===== config.mk =====
export PLATFORM = sky130hd
export DESIGN_NAME = rmap_cmd_encoder
export DESIGN_NICKNAME = d
export VERILOG_FILES = /design/src/rtl/rmap_pkg.sv /design/src/rtl/rmap_crc8.sv /design/src/rtl/rmap_cmd_encoder.sv
export SDC_FILE = /design/constraint.sdc
export NUM_CORES = 1
export LEC_CHECK = 0
export ABC_AREA = 1
export CORE_MARGIN = 2
export CORE_UTILIZATION = 53
export DETAILED_ROUTE_END_ITERATION = 10
export GPL_TIMING_DRIVEN = 0
export PLACE_DENSITY = 0.89
export SYNTH_ARGS = -nofsm -noshare
export SYNTH_HDL_FRONTEND = slang
export SYNTH_HIERARCHICAL = 1
export SYNTH_SLANG_ARGS = --single-unit

===== constraint.sdc =====
create_clock -name clk -period 9.2 [get_ports clk]
set_clock_uncertainty 0.2 [all_clocks]
set_input_delay 1.84 -clock clk [delete_from_list [all_inputs] [get_ports clk]]
set_output_delay 1.84 -clock clk [all_outputs]
set_load 0.02 [all_outputs]

===== src/rtl/rmap_pkg.sv =====
// Shared RMAP constants, the CRC-8 lookup table and the command encoder state type.
package rmap_pkg;

  localparam logic [7:0] PROTOCOL_ID = 8'h01;

  // Instruction byte bit positions; packet type occupies [7:6], reply length [1:0]
  localparam int INSTR_PKT_TYPE  = 6;
  localparam int INSTR_WRITE     = 5;
  localparam int INSTR_VERIFY    = 4;
  localparam int INSTR_REPLY     = 3;
  localparam int INSTR_INCR      = 2;
  localparam int INSTR_REPLY_LEN = 0;

  localparam logic [8:0] EOP_CHAR = 9'h100;
  localparam logic [8:0] EEP_CHAR = 9'h101;

  // Reflected CRC-8, polynomial 0x07 (0xE0 reversed); T[0x01] = 0x91
  function automatic logic [255:0][7:0] build_crc_table();
    logic [255:0][7:0] t;
    logic [7:0] c;
    for (int i = 0; i < 256; i++) begin
      c = i[7:0];
      for (int b = 0; b < 8; b++) begin
        c = c[0] ? ((c >> 1) ^ 8'hE0) : (c >> 1);
      end
      t[i] = c;
    end
    return t;
  endfunction

  localparam logic [255:0][7:0] CRC_TABLE = build_crc_table();

  typedef enum logic [2:0] {
    ST_IDLE,
    ST_HDR,
    ST_HCRC,
    ST_DATA,
    ST_DCRC,
    ST_EOP,
    ST_EEP
  } state_t;

endpackage


===== src/rtl/rmap_crc8.sv =====
// Table-driven running RMAP CRC-8 over a byte stream; clear restarts at 0x00.
module rmap_crc8
  import rmap_pkg::*;
(
  input  logic       clk,
  input  logic       rst,
  input  logic       clear,
  input  logic       enable,
  input  logic [7:0] data,
  output logic [7:0] crc
);

  always_ff @(posedge clk) begin
    if (!rst) begin
      crc <= 8'h00;
    end else if (clear) begin
      crc <= 8'h00;
    end else if (enable) begin
      crc <= CRC_TABLE[crc ^ data];
    end
  end

endmodule


===== src/rtl/rmap_cmd_encoder.sv =====
// RMAP command initiator: serialises descriptor + payload into 9-bit SpaceWire
// TX FIFO characters with header/data CRCs, terminated by EOP or EEP on abort.
module rmap_cmd_encoder
  import rmap_pkg::*;
#(
  parameter int MAX_DATA_LEN    = 1024,
  parameter int LEN_WIDTH       = 24,
  parameter int MAX_REPLY_WORDS = 3
) (
  input  logic                         clk,
  input  logic                         rst,
  input  logic                         start,
  input  logic [7:0]                   instruction,
  input  logic [7:0]                   key,
  input  logic [7:0]                   targLogAddr,
  input  logic [7:0]                   initLogAddr,
  input  logic [15:0]                  transID,
  input  logic [7:0]                   extAddr,
  input  logic [31:0]                  addr,
  input  logic [LEN_WIDTH-1:0]         dataLen,
  input  logic [32*MAX_REPLY_WORDS-1:0] replyAddr,
  input  logic                         dataValid,
  input  logic [7:0]                   dataIn,
  output logic                         dataReady,
  input  logic                         abort,
  output logic                         txWriteEnable,
  output logic [8:0]                   txDataIn,
  input  logic                         txFull,
  output logic                         busy,
  output logic                         done,
  output logic                         rejected
);

  state_t                        state_reg;
  logic [4:0]                    hdr_cnt_reg;
  logic [LEN_WIDTH-1:0]          data_cnt_reg;
  logic                          done_reg;
  logic                          rejected_reg;

  logic [7:0]                    instr_reg;
  logic [7:0]                    key_reg;
  logic [7:0]                    targ_reg;
  logic [7:0]                    init_reg;
  logic [15:0]                   tid_reg;
  logic [7:0]                    ext_reg;
  logic [31:0]                   addr_reg;
  logic [LEN_WIDTH-1:0]          len_reg;
  logic [32*MAX_REPLY_WORDS-1:0] reply_reg;

  logic       start_bad;
  logic       accept;
  logic       has_data;
  logic       abort_now;
  logic       emit;
  logic       tx_we;
  logic [8:0] tx_char;
  logic [7:0] hdr_byte;
  logic [7:0] hdr_crc;
  logic [7:0] data_crc;
  logic [4:0] rlen4;
  logic [4:0] last_hdr;
  logic [4:0] tail_idx;
  logic [4:0] reply_sel;
  logic [7:0] reply_bytes [16];

  assign start_bad = (instruction[INSTR_PKT_TYPE +: 2] != 2'b01)
                  || ({1'b0, instruction[INSTR_REPLY_LEN +: 2]} > 3'(MAX_REPLY_WORDS))
                  || (instruction[INSTR_WRITE] && (dataLen > LEN_WIDTH'(MAX_DATA_LEN)));
  assign accept    = (state_reg == ST_IDLE) && start && !start_bad;
  assign has_data  = instr_reg[INSTR_WRITE] || (instr_reg[5:2] == 4'b0111);
  assign abort_now = abort && (state_reg != ST_IDLE) && (state_reg != ST_EEP);
  assign rlen4     = {1'b0, instr_reg[INSTR_REPLY_LEN +: 2], 2'b00};
  assign last_hdr  = 5'd14 + rlen4;
  assign tail_idx  = hdr_cnt_reg - rlen4;
  assign reply_sel = hdr_cnt_reg - 5'd4;

  for (genvar gi = 0; gi < 16; gi++) begin : g_reply
    if (gi < 4 * MAX_REPLY_WORDS) begin : g_used
      assign reply_bytes[gi] = reply_reg[8*gi +: 8];
    end else begin : g_unused
      assign reply_bytes[gi] = 8'h00;
    end
  end

  always_comb begin
    hdr_byte = 8'h00;
    if (hdr_cnt_reg < 5'd4) begin
      case (hdr_cnt_reg[1:0])
        2'd0:    hdr_byte = targ_reg;
        2'd1:    hdr_byte = PROTOCOL_ID;
        2'd2:    hdr_byte = instr_reg;
        default: hdr_byte = key_reg;
      endcase
    end else if (hdr_cnt_reg < 5'd4 + rlen4) begin
      hdr_byte = reply_bytes[reply_sel[3:0]];
    end else begin
      case (tail_idx)
        5'd4:    hdr_byte = init_reg;
        5'd5:    hdr_byte = tid_reg[15:8];
        5'd6:    hdr_byte = tid_reg[7:0];
        5'd7:    hdr_byte = ext_reg;
        5'd8:    hdr_byte = addr_reg[31:24];
        5'd9:    hdr_byte = addr_reg[23:16];
        5'd10:   hdr_byte = addr_reg[15:8];
        5'd11:   hdr_byte = addr_reg[7:0];
        5'd12:   hdr_byte = len_reg[23:16];
        5'd13:   hdr_byte = len_reg[15:8];
        5'd14:   hdr_byte = len_reg[7:0];
        default: hdr_byte = 8'h00;
      endcase
    end
  end

  always_comb begin
    emit    = 1'b0;
    tx_char = 9'h000;
    case (state_reg)
      ST_HDR:  begin emit = 1'b1;      tx_char = {1'b0, hdr_byte}; end
      ST_HCRC: begin emit = 1'b1;      tx_char = {1'b0, hdr_crc};  end
      ST_DATA: begin emit = dataValid; tx_char = {1'b0, dataIn};   end
      ST_DCRC: begin emit = 1'b1;      tx_char = {1'b0, data_crc}; end
      ST_EOP:  begin emit = 1'b1;      tx_char = EOP_CHAR;         end
      ST_EEP:  begin emit = 1'b1;      tx_char = EEP_CHAR;         end
      default: begin emit = 1'b0;      tx_char = 9'h000;           end
    endcase
  end

  // No strobe while reset is asserted so a cut-off packet leaves nothing behind
  assign tx_we = rst && emit && !txFull && !abort_now;

  always_ff @(posedge clk) begin
    if (!rst) begin
      state_reg    <= ST_IDLE;
      hdr_cnt_reg  <= 5'd0;
      data_cnt_reg <= '0;
      done_reg     <= 1'b0;
      rejected_reg <= 1'b0;
    end else begin
      done_reg     <= 1'b0;
      rejected_reg <= 1'b0;
      case (state_reg)
        ST_IDLE: begin
          if (start && start_bad) begin
            rejected_reg <= 1'b1;
          end else if (accept) begin
            state_reg    <= ST_HDR;
            hdr_cnt_reg  <= 5'd0;
            data_cnt_reg <= dataLen;
          end
        end
        default: begin
          if (abort_now) begin
            state_reg <= ST_EEP;
          end else if (tx_we) begin
            case (state_reg)
              ST_HDR: begin
                if (hdr_cnt_reg == last_hdr) state_reg <= ST_HCRC;
                else hdr_cnt_reg <= hdr_cnt_reg + 5'd1;
              end
              ST_HCRC: begin
                if (!has_data) state_reg <= ST_EOP;
                else if (data_cnt_reg == '0) state_reg <= ST_DCRC;
                else state_reg <= ST_DATA;
              end
              ST_DATA: begin
                data_cnt_reg <= data_cnt_reg - LEN_WIDTH'(1);
                if (data_cnt_reg == LEN_WIDTH'(1)) state_reg <= ST_DCRC;
              end
              ST_DCRC: state_reg <= ST_EOP;
              ST_EOP: begin
                state_reg <= ST_IDLE;
                done_reg  <= 1'b1;
              end
              default: state_reg <= ST_IDLE;
            endcase
          end
        end
      endcase
    end
  end

  always_ff @(posedge clk) begin
    if (accept) begin
      instr_reg <= instruction;
      key_reg   <= key;
      targ_reg  <= targLogAddr;
      init_reg  <= initLogAddr;
      tid_reg   <= transID;
      ext_reg   <= extAddr;
      addr_reg  <= addr;
      len_reg   <= dataLen;
      reply_reg <= replyAddr;
    end
  end

  rmap_crc8 u_hdr_crc (
    .clk    (clk),
    .rst    (rst),
    .clear  (accept),
    .enable (tx_we && (state_reg == ST_HDR)),
    .data   (hdr_byte),
    .crc    (hdr_crc)
  );

  rmap_crc8 u_data_crc (
    .clk    (clk),
    .rst    (rst),
    .clear  (accept),
    .enable (tx_we && (state_reg == ST_DATA)),
    .data   (dataIn),
    .crc    (data_crc)
  );

  assign txWriteEnable = tx_we;
  assign txDataIn      = tx_char;
  assign dataReady     = tx_we && (state_reg == ST_DATA);
  assign busy          = (state_reg != ST_IDLE);
  assign done          = done_reg;
  assign rejected      = rejected_reg;

endmodule

==> results of run 1 <==
## logic make-up after synthesis
| logic type | share of synthesized area |
|---|---|
| buffers and inverters | 0.0561 |
| AO/OA/AOI/OAI | 0.0639 |
| AND/OR/NAND/NOR | 0.284 |
| XOR/XNOR | 0.00752 |
| flip-flops | 0.566 |
| multiplexers | 0.00547 |
| adder cells (fa/ha/maj) | 0.0172 |
## synth_stat cells (7+ instances only)
master      n
ha_1       16
o21ai_1    18
o21ai_0    52
clkbuf_1   18
nand3_1   177
nand2_2    20
xor2_1      9
mux2i_1     7
a21oi_1    45
buf_2      19
dfxtp_1    50
nor2_1    197
o22ai_1     8
inv_2      20
inv_1     105
edfxtp_1  208
a22o_1     12
nand2_1   434
## layout by cell type (no fill, tap or decap), types with 6 or more instances in the layout
master	count
nand2_1	434
clkdlybuf4s50_1	235
edfxtp_1	208
nor2_1	197
nand3_1	177
inv_1	104
o21ai_0	52
dfxtp_1	50
a21oi_1	45
clkbuf_16	29
clkbuf_1	25
inv_2	20
nand2_2	20
buf_2	19
o21ai_1	18
ha_1	16
a22o_1	12
xor2_1	9
o22ai_1	8
mux2i_1	7
clkinv_1	6
clkinv_2	6
## cell type report
class / count / area share
Antenna cell: 3 / 0.000454
Buffer: 46 / 0.0145
Clock buffer: 36 / 0.0455
Clock inverter: 17 / 0.0101
Inverter: 127 / 0.0295
Multi-Input combinational cell: 1038 / 0.293
Sequential cell: 258 / 0.439
Tap cell: 319 / 0.0242
Timing Repair Buffer: 236 / 0.144
## through the flow
stage,setup WS [ns],cells,area [sq um]
global route,2.22,2079,16500
global placement,-1.04,2023,15600
finish,2.46,2080,16500
CTS,2.58,2077,16500
floorplan,1.58,1469,12800
detailed placement,3.22,2024,15600
## power by group through the flow
stage	combinational [uW]	clock, uW	sequential, uW
finish	848	1130	1350
global route	929	1180	1360
CTS	830	1140	1350
detailed placement	824	0	1380
global placement	800	0	1390
floorplan	530	0	1380
## per-layer routing
metal	vias up	GRT usage	part of all wire
met3	136	0.0534	0.11
met2	738	0.501	0.47
met1	5423	0.402	0.38
li1	5418	-	-
met5	-	0	0
met4	0	0.138	0.045
## critical path, delay by kind of cell, from the launching register on
family / cells / cell delay (ns)
simple gates: 12 / 1.66
buf+inv: 4 / 1.43
fa+ha+maj: 2 / 0.74
flops: 1 / 0.33
## worst max-delay path by stage
stage                         from  slack (ns)                end  cells past startpoint
detailed placement  hdr_cnt_reg[2]        3.22        txDataIn[3]                     18
floorplan              dataLen[21]        1.58  u_data_crc/crc[0]                     12
CTS                 hdr_cnt_reg[2]        2.58        txDataIn[3]                     18
global placement       dataLen[17]       -1.04  u_data_crc/crc[4]                     13
global route        hdr_cnt_reg[2]        2.22        txDataIn[3]                     18
finish              hdr_cnt_reg[2]        2.46        txDataIn[3]                     18
==> metrics.md, run 1 <==
| Metric | Value |
|---|---|
| Status | `finished, final reports clean` |
| Final setup violation count | `0` |
| Flops & latches, synth | `around 260` |
| Dpl hpwl | `29.1 mm` |
| Internal power | `roughly 2300 uW` |
| IO buf count | `235` |
| Crit path max fanout | `11` |
| Clk pwr share | `0.340` |
| Static leakage | `between 0.006 and 0.007 uW` |
| Cell Pwr Density | `between 200 and 250 mW/mm^2` |
| Final hold slack | `0.302 ns` |
| Mean post-synth cell area | `about 8.7 sq um` |
| Vias in the first global route | `around 11000` |
| Die Span Y | `roughly 160 um` |
| Initial core utilization | `0.542` |
| Worst Path Arrival | `between 4 and 5 ns` |
| GPL Wtd Cong | `between 0.9 and 1` |
| Synth Flop Type | `edfxtp_1` |
| Mapped Cells | `roughly 1500` |
| Worst path required time | `7.16 ns` |
| YS warnings | `6` |
| Post-synth ARST share | `0` |
| Final Max Slew Viols | `0` |
| Synth Net Count | `roughly 1700` |
| Site row count | `56` |
| Slowest cell delay on critical path | `0.63 ns` |
| Largest net degree at the start of global routing | `between 100 and 150` |
| RSZ-0062 raised after global routing | `no` |
| Post-cts sizing count | `0` |
| Worst-path clk slew | `0.06 ns` |
| Max Fclk | `between 0.1 and 0.15 GHz` |
| WL final | `between 30 and 40 mm` |
| Vias | `approximately 12000` |
| Tot Pwr | `~3300 uW` |
| I/O pin total | `236` |
| Register Area | `just over 0.007 sq mm` |
| Post-DRT Antenna Nets | `0` |
| CTS tree | `yes` |
| Max Cap Viol | `0` |
| CP Class | `reg -> out` |
| Hold path depth | `2` |
| Seq/Total Area, Yosys | `0.566` |
| # DRC | `0` |
| Layout Utilization | `0.700` |
| Final #Nets | `1975` |
| H-Tree Depth | `1` |
| Gr ovfl total | `0` |
| Reg2reg start | `hdr_cnt_reg[2]` |
| Final worst path period share | `0.733` |
| P&R area growth vs syn | `29.0%` |
| Area occupied by multi-input gates | `0.00484 sq mm` |
| CP max stage cell | `clkdlybuf4s50_1` |
| Ranking of synthesized cells by area | `edfxtp_1, nand2_1, dfxtp_1, nand3_1, nor2_1` |
| Sw frac | `0.307` |
| Critical-path cell list | `inv_1 > clkbuf_1 > ha_1 > fa_1 > inv_1 > nand2_1 > nor2_1 > nand3_1 > nand2_1 > nor2_1 > nand3_1 > nand2_1 > nand2_1 > nand2_1 > nand2_1 > nand2_1 > nand2_1 > clkdlybuf4s50_1` |
| Worst path most repeated cell | `nand2_1` |
| First-pass GRT wire length | `61.0 mm` |
| Core ar. | `0.0236 sq mm` |
| Hold_buf cts | `0` |
| Worst reg2reg setup slack | `between 4 and 5 ns` |
| Mapped cell area | `approximately 0.013 sq mm` |
| CTS Sinks | `258` |
| Post-synth EDFFs | `approximately 210` |
| Post-synth cell types | `43` |
| Setup Total Neg Slack | `0 ns` |
| Sw Pwr | `approximately 1000 uW` |
| Clock root buffer | `clkbuf_16` |
| Die area | `between 0.02 and 0.03 sq mm` |
| Peak supply drop | `between 0.15 and 0.2 mV` |
| Chip width | `159 um` |
| Initial antenna violation count | `2` |
| Logic pwr share | `0.254` |
| Reg2Reg Depth | `24` |
| Largest register FFs | `between 90 and 100` |
| Pre-antenna DRT Iters | `5` |
| Top cell type's share of synthesized area | `0.488` |
| Hold_sp | `data_cnt_reg[23]` |
| Layout cells sized above 1 | `0.0762` |
| DR iter-0 viols | `about 1500` |
| CP Capture Type | `output pin` |
| CTS Buf Count | `29` |
| Total setup buffers inserted after CTS | `0` |
| Final hold vios | `0` |
| Hold endpoint | `data_cnt_reg[23]` |
| Post-route minimum period | `between 6 and 7 ns` |
| Max-slew headroom | `0.498` |
| Reg power frac | `0.406` |
| DR vias/cell | `roughly 5.6` |
| # fillers | `1724` |
| Worst Setup Start Kind | `register` |
| Slew of the pin with the lowest slew margin | `0.752 ns` |
| WL/cell | `19.1 um` |
| Longest Clk Path Bufs | `3` |
| Synth area leader | `edfxtp_1` |
| Clock latency on the worst-skew pair | `approximately 0.55 ns` |
| Gr usage total | `0.306` |
| R2r endpoint | `u_hdr_crc/crc[5]` |
| Min-delay worst type | `reg -> reg` |
No activity file was read; power rests on OpenSTA's default activity.
==> run 2: changes to the inputs <==
==> constraint.sdc (replaced) <==
create_clock -name clk -period 6.8 [get_ports clk]
set_clock_uncertainty 0.2 [all_clocks]
set_input_delay 1.36 -clock clk [delete_from_list [all_inputs] [get_ports clk]]
set_output_delay 1.36 -clock clk [all_outputs]
set_load 0.02 [all_outputs]
==> metrics.md, run 2 (synthesized netlist as in run 1, its figures left out) <==
| Metric | Value |
|---|---|
| Vias | `~12000` |
| CTS Buf Count | `27` |
| Critical-path cell list | `inv_1 > clkbuf_1 > ha_1 > fa_1 > inv_1 > nand2_1 > nor2_1 > nand3_1 > nand2_1 > nor2_1 > nand3_1 > nand2_1 > nand2_1 > nand2_1 > nand2_1 > nand2_1 > nand2_1 > clkdlybuf4s50_1` |
| CTS tree | `yes` |
| Worst Path Arrival | `~4.7 ns` |
| CP top delay family | `simple AND/OR/NAND/NOR gates` |
| Setup WS pre-CTS | `~1.3 ns` |
| Layout cells sized above 1 | `0.0768` |
| WL/cell | `~19 um` |
| Worst path most repeated cell | `nand2_1` |
| Slowest cell delay on critical path | `roughly 0.6 ns` |
| Gr usage total | `0.300` |
| Setup Total Neg Slack | `0 ns` |
| Final hold vios | `0` |
| Max Fclk | `between 0.15 and 0.2 GHz` |
| Dpl cells | `about 2000` |
| CTS Sinks | `between 200 and 300` |
| WL final | `about 39 mm` |
| Clock root buffer | `clkbuf_16` |
| Chip width | `around 160 um` |
| First-pass GRT wire length | `60.0 mm` |
| Vias in the first global route | `between 10000 and 15000` |
| # DRC | `0` |
| Area occupied by multi-input gates | `roughly 0.0048 sq mm` |
| Post-route minimum period | `just over 6 ns` |
| Worst-path clk slew | `0.06 ns` |
| Fin area | `between 0.015 and 0.02 sq mm` |
| Dpl hpwl | `roughly 29 mm` |
| Static leakage | `approximately 0.0069 uW` |
| Largest register FFs | `between 90 and 100` |
| Die Span Y | `roughly 160 um` |
| Max Cap Viol | `0` |
| Cell Pwr Density | `approximately 270 mW/mm^2` |
| Crit path max fanout | `11` |
| Gr ovfl total | `0` |
| Final hold slack | `around 0.30 ns` |
| IO buf count | `between 200 and 250` |
| Initial antenna violation count | `4` |
| Post-cts sizing count | `0` |
| RSZ-0062 raised after global routing | `no` |
| Final Max Slew Viols | `0` |
| Longest Clk Path Bufs | `3` |
| CP Capture Type | `output pin` |
| Final setup violation count | `0` |
| Clock latency on the worst-skew pair | `0.53 ns` |
| Initial core utilization | `0.542` |
| Total setup buffers inserted after CTS | `0` |
| Post-DRT Antenna Nets | `0` |
| Register Area | `0.00725 sq mm` |
| Most common cell after layout, fill and taps aside | `nand2_1` |
| Status | `finished, final reports clean` |
| I/O pin total | `between 200 and 250` |
| H-Tree Depth | `1` |
| Slew of the pin with the lowest slew margin | `approximately 0.75 ns` |
| CP max stage cell | `clkbuf_1` |
| Pre-antenna DRT Iters | `6` |
| DR iter-0 viols | `~1800` |
| Final std cells w/o fill | `~2100` |
| Die area | `around 0.025 sq mm` |
| Most frequent cells in the layout | `nand2_1, clkdlybuf4s50_1, edfxtp_1` |
| Site row count | `between 50 and 60` |
| CP Class | `reg -> out` |
| Peak supply drop | `0.246 mV` |
| Hold_buf cts | `0` |
| # fillers | `roughly 1700` |
| CP Buf/Inv Count | `4` |
| Largest net degree at the start of global routing | `48` |
| Final worst path period share | `0.914` |
| Worst path required time | `approximately 5.2 ns` |
| GPL Wtd Cong | `1.04` |
| DR vias/cell | `around 5.6` |
| Max-slew headroom | `0.500` |
| Worst Setup Start Kind | `register` |
| Min-delay worst type | `reg -> reg` |
| P&R area growth vs syn | `29.1%` |
| Core ar. | `roughly 0.024 sq mm` |
| Final worst slack | `0.587 ns` |
| Final #Nets | `approximately 2000` |
| Dpl cell area | `between 0.015 and 0.02 sq mm` |
## run 2: area by class of cell
type / count / share of cell area
clock buffer: 32 / 0.0420
multi-input combinational: 1038 / 0.293
clock inverter: 17 / 0.0101
antenna: 3 / 0.000454
timing repair buffer: 240 / 0.148
tap: 319 / 0.0241
sequential: 258 / 0.438
inverter: 127 / 0.0292
buffer: 46 / 0.0145
## run 2: final timing paths
check                                     start                to  slack (ns)  depth (start not counted)
worst max-delay path             hdr_cnt_reg[2]       txDataIn[7]        0.59                         18
worst min-delay path            data_cnt_reg[1]   data_cnt_reg[1]        0.30                          2
worst max register to register   hdr_cnt_reg[2]  u_hdr_crc/crc[5]        2.35                         24
worst min register to register  data_cnt_reg[1]   data_cnt_reg[1]        0.30                          2
## run 2: worst min-delay path, stage by stage (launching register included)
cell and delay [ns]:
dfxtp_1 0.33, o21ai_1 0.07, nor2_1 0.07
## run 2: routing by layer
| metal | routed length (um) | GRT usage |
|---|---|---|
| met1 | 14900 | 0.392 |
| met2 | 17900 | 0.488 |
| met3 | 4390 | 0.0594 |
| met4 | 1860 | 0.135 |
| met5 | 14 | 0 |
## run 2: per-stage QoR
step / total power [uW] / utilization
2_1_floorplan: 2580 / -
3_3_place_gp: 2940 / 0.659
3_5_place_dp: 2970 / 0.663
4_1_cts: 4420 / 0.700
5_1_grt: 4610 / 0.700
6_report: 4440 / 0.700
## run 2: power by group
part | leakage [uW] | internal, uW | switching, uW
Clock | 0.000411 | 843 | 609
Combinational | 0.00416 | 448 | 708
Sequential | 0.00228 | 1790 | 42.8
==> run 3: changes to the inputs <==
--- a/config.mk
+++ b/config.mk
@@ -10,7 +10,7 @@
 export CORE_UTILIZATION = 53
 export DETAILED_ROUTE_END_ITERATION = 10
 export GPL_TIMING_DRIVEN = 0
-export PLACE_DENSITY = 0.89
+export PLACE_DENSITY = 0.84
 export SYNTH_ARGS = -nofsm -noshare
 export SYNTH_HDL_FRONTEND = slang
 export SYNTH_HIERARCHICAL = 1
==> metrics.md, run 3 (synthesized netlist as in run 1, its figures left out) <==
| Metric | Value |
|---|---|
| Status | `finished, final reports clean` |
| Gr usage total | `0.305` |
| Die Span Y | `between 150 and 200 um` |
| DR iter-0 viols | `1526` |
| Crit path max fanout | `11` |
| Final hold vios | `0` |
| I/O pin total | `between 200 and 250` |
| CTS Sinks | `258` |
| Longest Clk Path Bufs | `3` |
| Pre-antenna DRT Iters | `6` |
| Post-cts sizing count | `0` |
| Tot Pwr | `between 4000 and 5000 uW` |
| Post-DRT Antenna Nets | `0` |
| Setup WS pre-CTS | `~1.3 ns` |
| Max-slew headroom | `0.405` |
| DR vias/cell | `between 5 and 6` |
| CP max stage cell | `clkdlybuf4s50_1` |
| Gr ovfl total | `0` |
| Largest net degree at the start of global routing | `47` |
| Site row count | `56` |
| Peak supply drop | `around 0.2 mV` |
| Hold endpoint | `data_cnt_reg[23]` |
| Critical-path cell list | `inv_1 > clkbuf_1 > ha_1 > fa_1 > inv_1 > nand2_1 > nor2_1 > nand3_1 > nand2_1 > nor2_1 > nand3_1 > nand2_1 > nand2_1 > nand2_1 > nand2_1 > nand2_1 > nand2_1 > clkdlybuf4s50_1` |
| R2r endpoint | `u_hdr_crc/crc[4]` |
| First-pass GRT wire length | `60.8 mm` |
| Most common cell after layout, fill and taps aside | `nand2_1` |
| WL final | `a little under 40 mm` |
| Worst path most repeated cell | `nand2_1` |
| Core ar. | `between 0.02 and 0.025 sq mm` |
| Hold_sp | `data_cnt_reg[23]` |
| IO buf count | `about 240` |
| Layout Utilization | `0.704` |
| Total setup buffers inserted after CTS | `0` |
| Static leakage | `0.00691 uW` |
| Die area | `0.0254 sq mm` |
| WL/cell | `roughly 19 um` |
| Initial antenna violation count | `2` |
| H-Tree Depth | `1` |
| Initial core utilization | `0.542` |
| Final worst path period share | `0.913` |
| Clock root buffer | `clkbuf_16` |
| Final Max Slew Viols | `0` |
| CTS tree | `yes` |
| Hold_buf cts | `0` |
| Worst Path Arrival | `4.65 ns` |
| Worst Setup Start Kind | `register` |
| Clock latency on the worst-skew pair | `approximately 0.54 ns` |
| Reg2Reg Depth | `23` |
| P&R area growth vs syn | `29.8%` |
| Final worst slack | `slightly below 0.6 ns` |
| Most frequent cells in the layout | `nand2_1, clkdlybuf4s50_1, edfxtp_1` |
| Max Cap Viol | `0` |
| Vias | `between 10000 and 15000` |
| Vias in the first global route | `11262` |
| Max Fclk | `approximately 0.16 GHz` |
| GPL Wtd Cong | `between 0.9 and 1` |
| CP Class | `reg -> out` |
| Min-delay worst type | `reg -> reg` |
| # DRC | `0` |
| Layout cells sized above 1 | `0.0778` |
| Slew of the pin with the lowest slew margin | `approximately 0.89 ns` |
| CP Capture Type | `output pin` |
| Post-route minimum period | `between 6 and 7 ns` |
| Final #Nets | `around 2000` |
| Dpl hpwl | `29.1 mm` |
| Worst-path clk slew | `about 0.060 ns` |
| RSZ-0062 raised after global routing | `no` |
| Reg2reg start | `hdr_cnt_reg[2]` |
| Worst path required time | `~5.2 ns` |
| Final setup violation count | `0` |
| Slowest cell delay on critical path | `between 0.6 and 0.7 ns` |
| Worst reg2reg setup slack | `~2.5 ns` |
| Chip width | `between 150 and 200 um` |
| Largest register FFs | `96` |
| CTS Buf Count | `28` |
| Hold path depth | `2` |
| Cell Pwr Density | `275 mW/mm^2` |
[run 3: stage by stage]
stage / std cells / setup TNS, ns / hold WS, ns / cell area [sq um]
after floorplan: 1469 / 0 / 0.256 / 12800
after global placement: 2023 / -186.30 / 0.270 / 15600
after detailed placement: 2027 / 0 / 0.275 / 15600
after CTS: 2079 / 0 / 0.284 / 16600
after global routing: 2081 / 0 / 0.302 / 16600
final: 2081 / 0 / 0.284 / 16600
[run 3: how the worst max path moves through the flow]
| stage | cells past startpoint | from | end | slack (ns) |
|---|---|---|---|---|
| 2_1_floorplan | 12 | dataLen[21] | u_data_crc/crc[0] | 1.19 |
| 5_1_grt | 18 | hdr_cnt_reg[2] | txDataIn[3] | 0.33 |
| 6_report | 18 | hdr_cnt_reg[2] | txDataIn[5] | 0.59 |
| 3_3_place_gp | 13 | dataLen[3] | u_data_crc/crc[0] | -1.22 |
| 3_5_place_dp | 18 | hdr_cnt_reg[2] | txDataIn[5] | 1.25 |
| 4_1_cts | 18 | hdr_cnt_reg[2] | txDataIn[5] | 0.65 |
[run 3: layout make-up]
type                            instances  area (sq um)
Tap cell                              319           399
Inverter                              127           483
Clock buffer                           45           836
Fill cell                            1745          6990
Clock inverter                          7           138
Timing Repair Buffer                  239          2430
Sequential cell                       258          7250
Buffer                                 46           239
Multi-Input combinational cell       1038          4840
Antenna cell                            2          5.00
[run 3: worst max-delay path: cells and delay by family, from the launching register on]
family,cells,cell delay [ns]
adders and majority gates,2,0.72
buffers and inverters,4,1.44
DFF,1,0.32
and+or+nand+nor,12,1.63
[run 3: report_power, final]
| part | internal (uW) | switching, uW |
|---|---|---|
| sequential | 1790 | 41.0 |
| combinational | 446 | 698 |
| clock | 988 | 611 |
[run 3: per-layer routing]
metal / vias up / global-route usage / share of wire
met5: - / 0 / 0
met4: 0 / 0.137 / 0.049
met3: 126 / 0.0412 / 0.092
met2: 710 / 0.502 / 0.46
met1: 5418 / 0.406 / 0.39
li1: 5411 / - / -
==> edit, RTL diff (settings of run 3) <==
The parameter `MAX_DATA_LEN` goes from 1024 to 768.
--- a/src/rtl/rmap_cmd_encoder.sv
+++ b/src/rtl/rmap_cmd_encoder.sv
@@ -5,3 +5,3 @@
 #(
-  parameter int MAX_DATA_LEN    = 1024,
+  parameter int MAX_DATA_LEN    = 768,
   parameter int LEN_WIDTH       = 24,
Function: changed (Yosys sat finds a counterexample within 4 cycles, from zero or initial values and one cycle with rst low).
==> edit against run 3 <==
Combinational power down 35%; sequential cell count unchanged; setup slack better by 0.10 ns; routed wire length down 1.9%; count of clock-buffer cells in the layout down 14; design area about the same; power down 8.9%; first-iteration DRC count down 26%; synthesized cell count down 0.48%; area after synthesis down 0.23%; die area down 0.23%; largest cell class unchanged; largest power group unchanged.
==> edit: results (changes against run 3) <==
synthesis:
  synth_xor_area_frac: 0.00823  # +0.000703
  synth.area.mux_share: 0.00235  # -0.00312
  synthAdderAreaFrac: 0.0172  # +0.0000404
  synthesis.nets: 1701  # -0.41%
  syn_inst: 1462  # -0.48%
  synthTopCellsByArea: "edfxtp_1 (49%), nand2_1 (13%), dfxtp_1 (7.8%), nand3_1 (7.2%), nor2_1 (5.3%)"
  ys_seq_area_frac: 0.567  # +0.00133
  synth_compound_area_frac: 0.0656  # +0.00172
  synth_common_cells: "nand2_1 (430), edfxtp_1 (208), nand3_1 (185)"
  async_flop_share: 0  # unchanged
power_and_ir_drop:
  p_leak_nw: 6.88  # -0.42%
  vdd_ir_drop_max_mv: 0.232  # +13%
clock_network:
  htreeDepth: 1  # unchanged
  cts_resized: 0  # unchanged
worst_setup_path:
  critPathArrivalTime_ns: 4.55  # -0.10 ns
  reg2reg_slack_ns: 2.58  # +0.09 ns
  worst_r2r_path_depth: 24  # +4.3%
drt:
  drt_first_pass_iters: 5  # -1
  drtIter0Drc: 1133  # -26%
  viasPerCell: 5.60  # -0.15%
  dr_total_vias: 11608  # -0.49%
  routedWlPerCell_um: 18.6  # -1.5%
layout:
  layout.nets: 1971  # -0.30%
  layout-drive-gt1-share: 0.0770  # -0.000830
sta:
  worstMarginPinSlew_ns: 0.803  # -0.0875 ns
  holdWs_ns: 0.296  # +0.0123 ns
min_path:
  hold_end: "data_cnt_reg[17]"
  min_from: "data_cnt_reg[17]"
  hp-class: "reg -> reg"
global_route:
  grtUsageTotal: 0.300  # -0.00484
  first_global_vias: 11318  # +0.50%
  grt_max_degree: 46  # -2.1%
place:
  dp_cells: 2021  # -0.30%
  placedInstanceArea_um2: 15600  # about the same
  place.gp.congestion: 1.00  # +2.4%
  place_hpwl_mm: 28.0  # -3.6%
run_status:
  status: "finished, final reports clean"
edit: power by group:
group | internal [mW] | switching [mW] | leakage [nW]
registers | 1.78 | 0.0358 | 2.29
clock network | 0.980 | 0.632 | 0.460
logic | 0.299 | 0.440 | 4.13
total | 3.06 | 1.11 | 6.88
edit: layout make-up:
class | count | area, um^2
multi-input combinational | 1031 | 4820
clock buffer | 31 | 712
sequential | 258 | 7250
antenna | 2 | 5.00
fill | 1780 | 6930
inverter | 128 | 492
clock inverter | 20 | 263
buffer | 45 | 223
timing repair buffer | 240 | 2450
tap | 319 | 399
edit: per-layer routing:
| layer | wire [um] | GRT usage | part of all wire | vias to the layer above |
|---|---|---|---|---|
| met1 | 14700 | 0.383 | 0.38 | 5385 |
| met5 | 0 | 0 | 0 | - |
| met2 | 18500 | 0.508 | 0.48 | 708 |
| li1 | - | - | - | 5415 |
| met4 | 1490 | 0.115 | 0.039 | 0 |
| met3 | 3930 | 0.0591 | 0.10 | 100 |
edit: how the worst max path moves through the flow:
stage | from | slack (ns) | endpoint | depth (start not counted)
after floorplan | dataLen[15] | 1.18 | u_data_crc/crc[0] | 14
after global placement | dataLen[10] | -0.85 | u_data_crc/crc[0] | 15
after detailed placement | hdr_cnt_reg[2] | 1.38 | txDataIn[3] | 18
after CTS | hdr_cnt_reg[2] | 0.78 | txDataIn[3] | 18
after global routing | hdr_cnt_reg[2] | 0.43 | txDataIn[5] | 18
final | hdr_cnt_reg[2] | 0.69 | txDataIn[3] | 18
edit: per-stage QoR:
stage | TNS (ns) | setup WS (ns) | utilization
final | 0 | 0.694 | 0.706
after global routing | 0 | 0.434 | 0.706
after CTS | 0 | 0.782 | 0.705
after detailed placement | 0 | 1.38 | 0.664
after global placement | -151.22 | -0.850 | 0.660
after floorplan | 0 | 1.18 | -
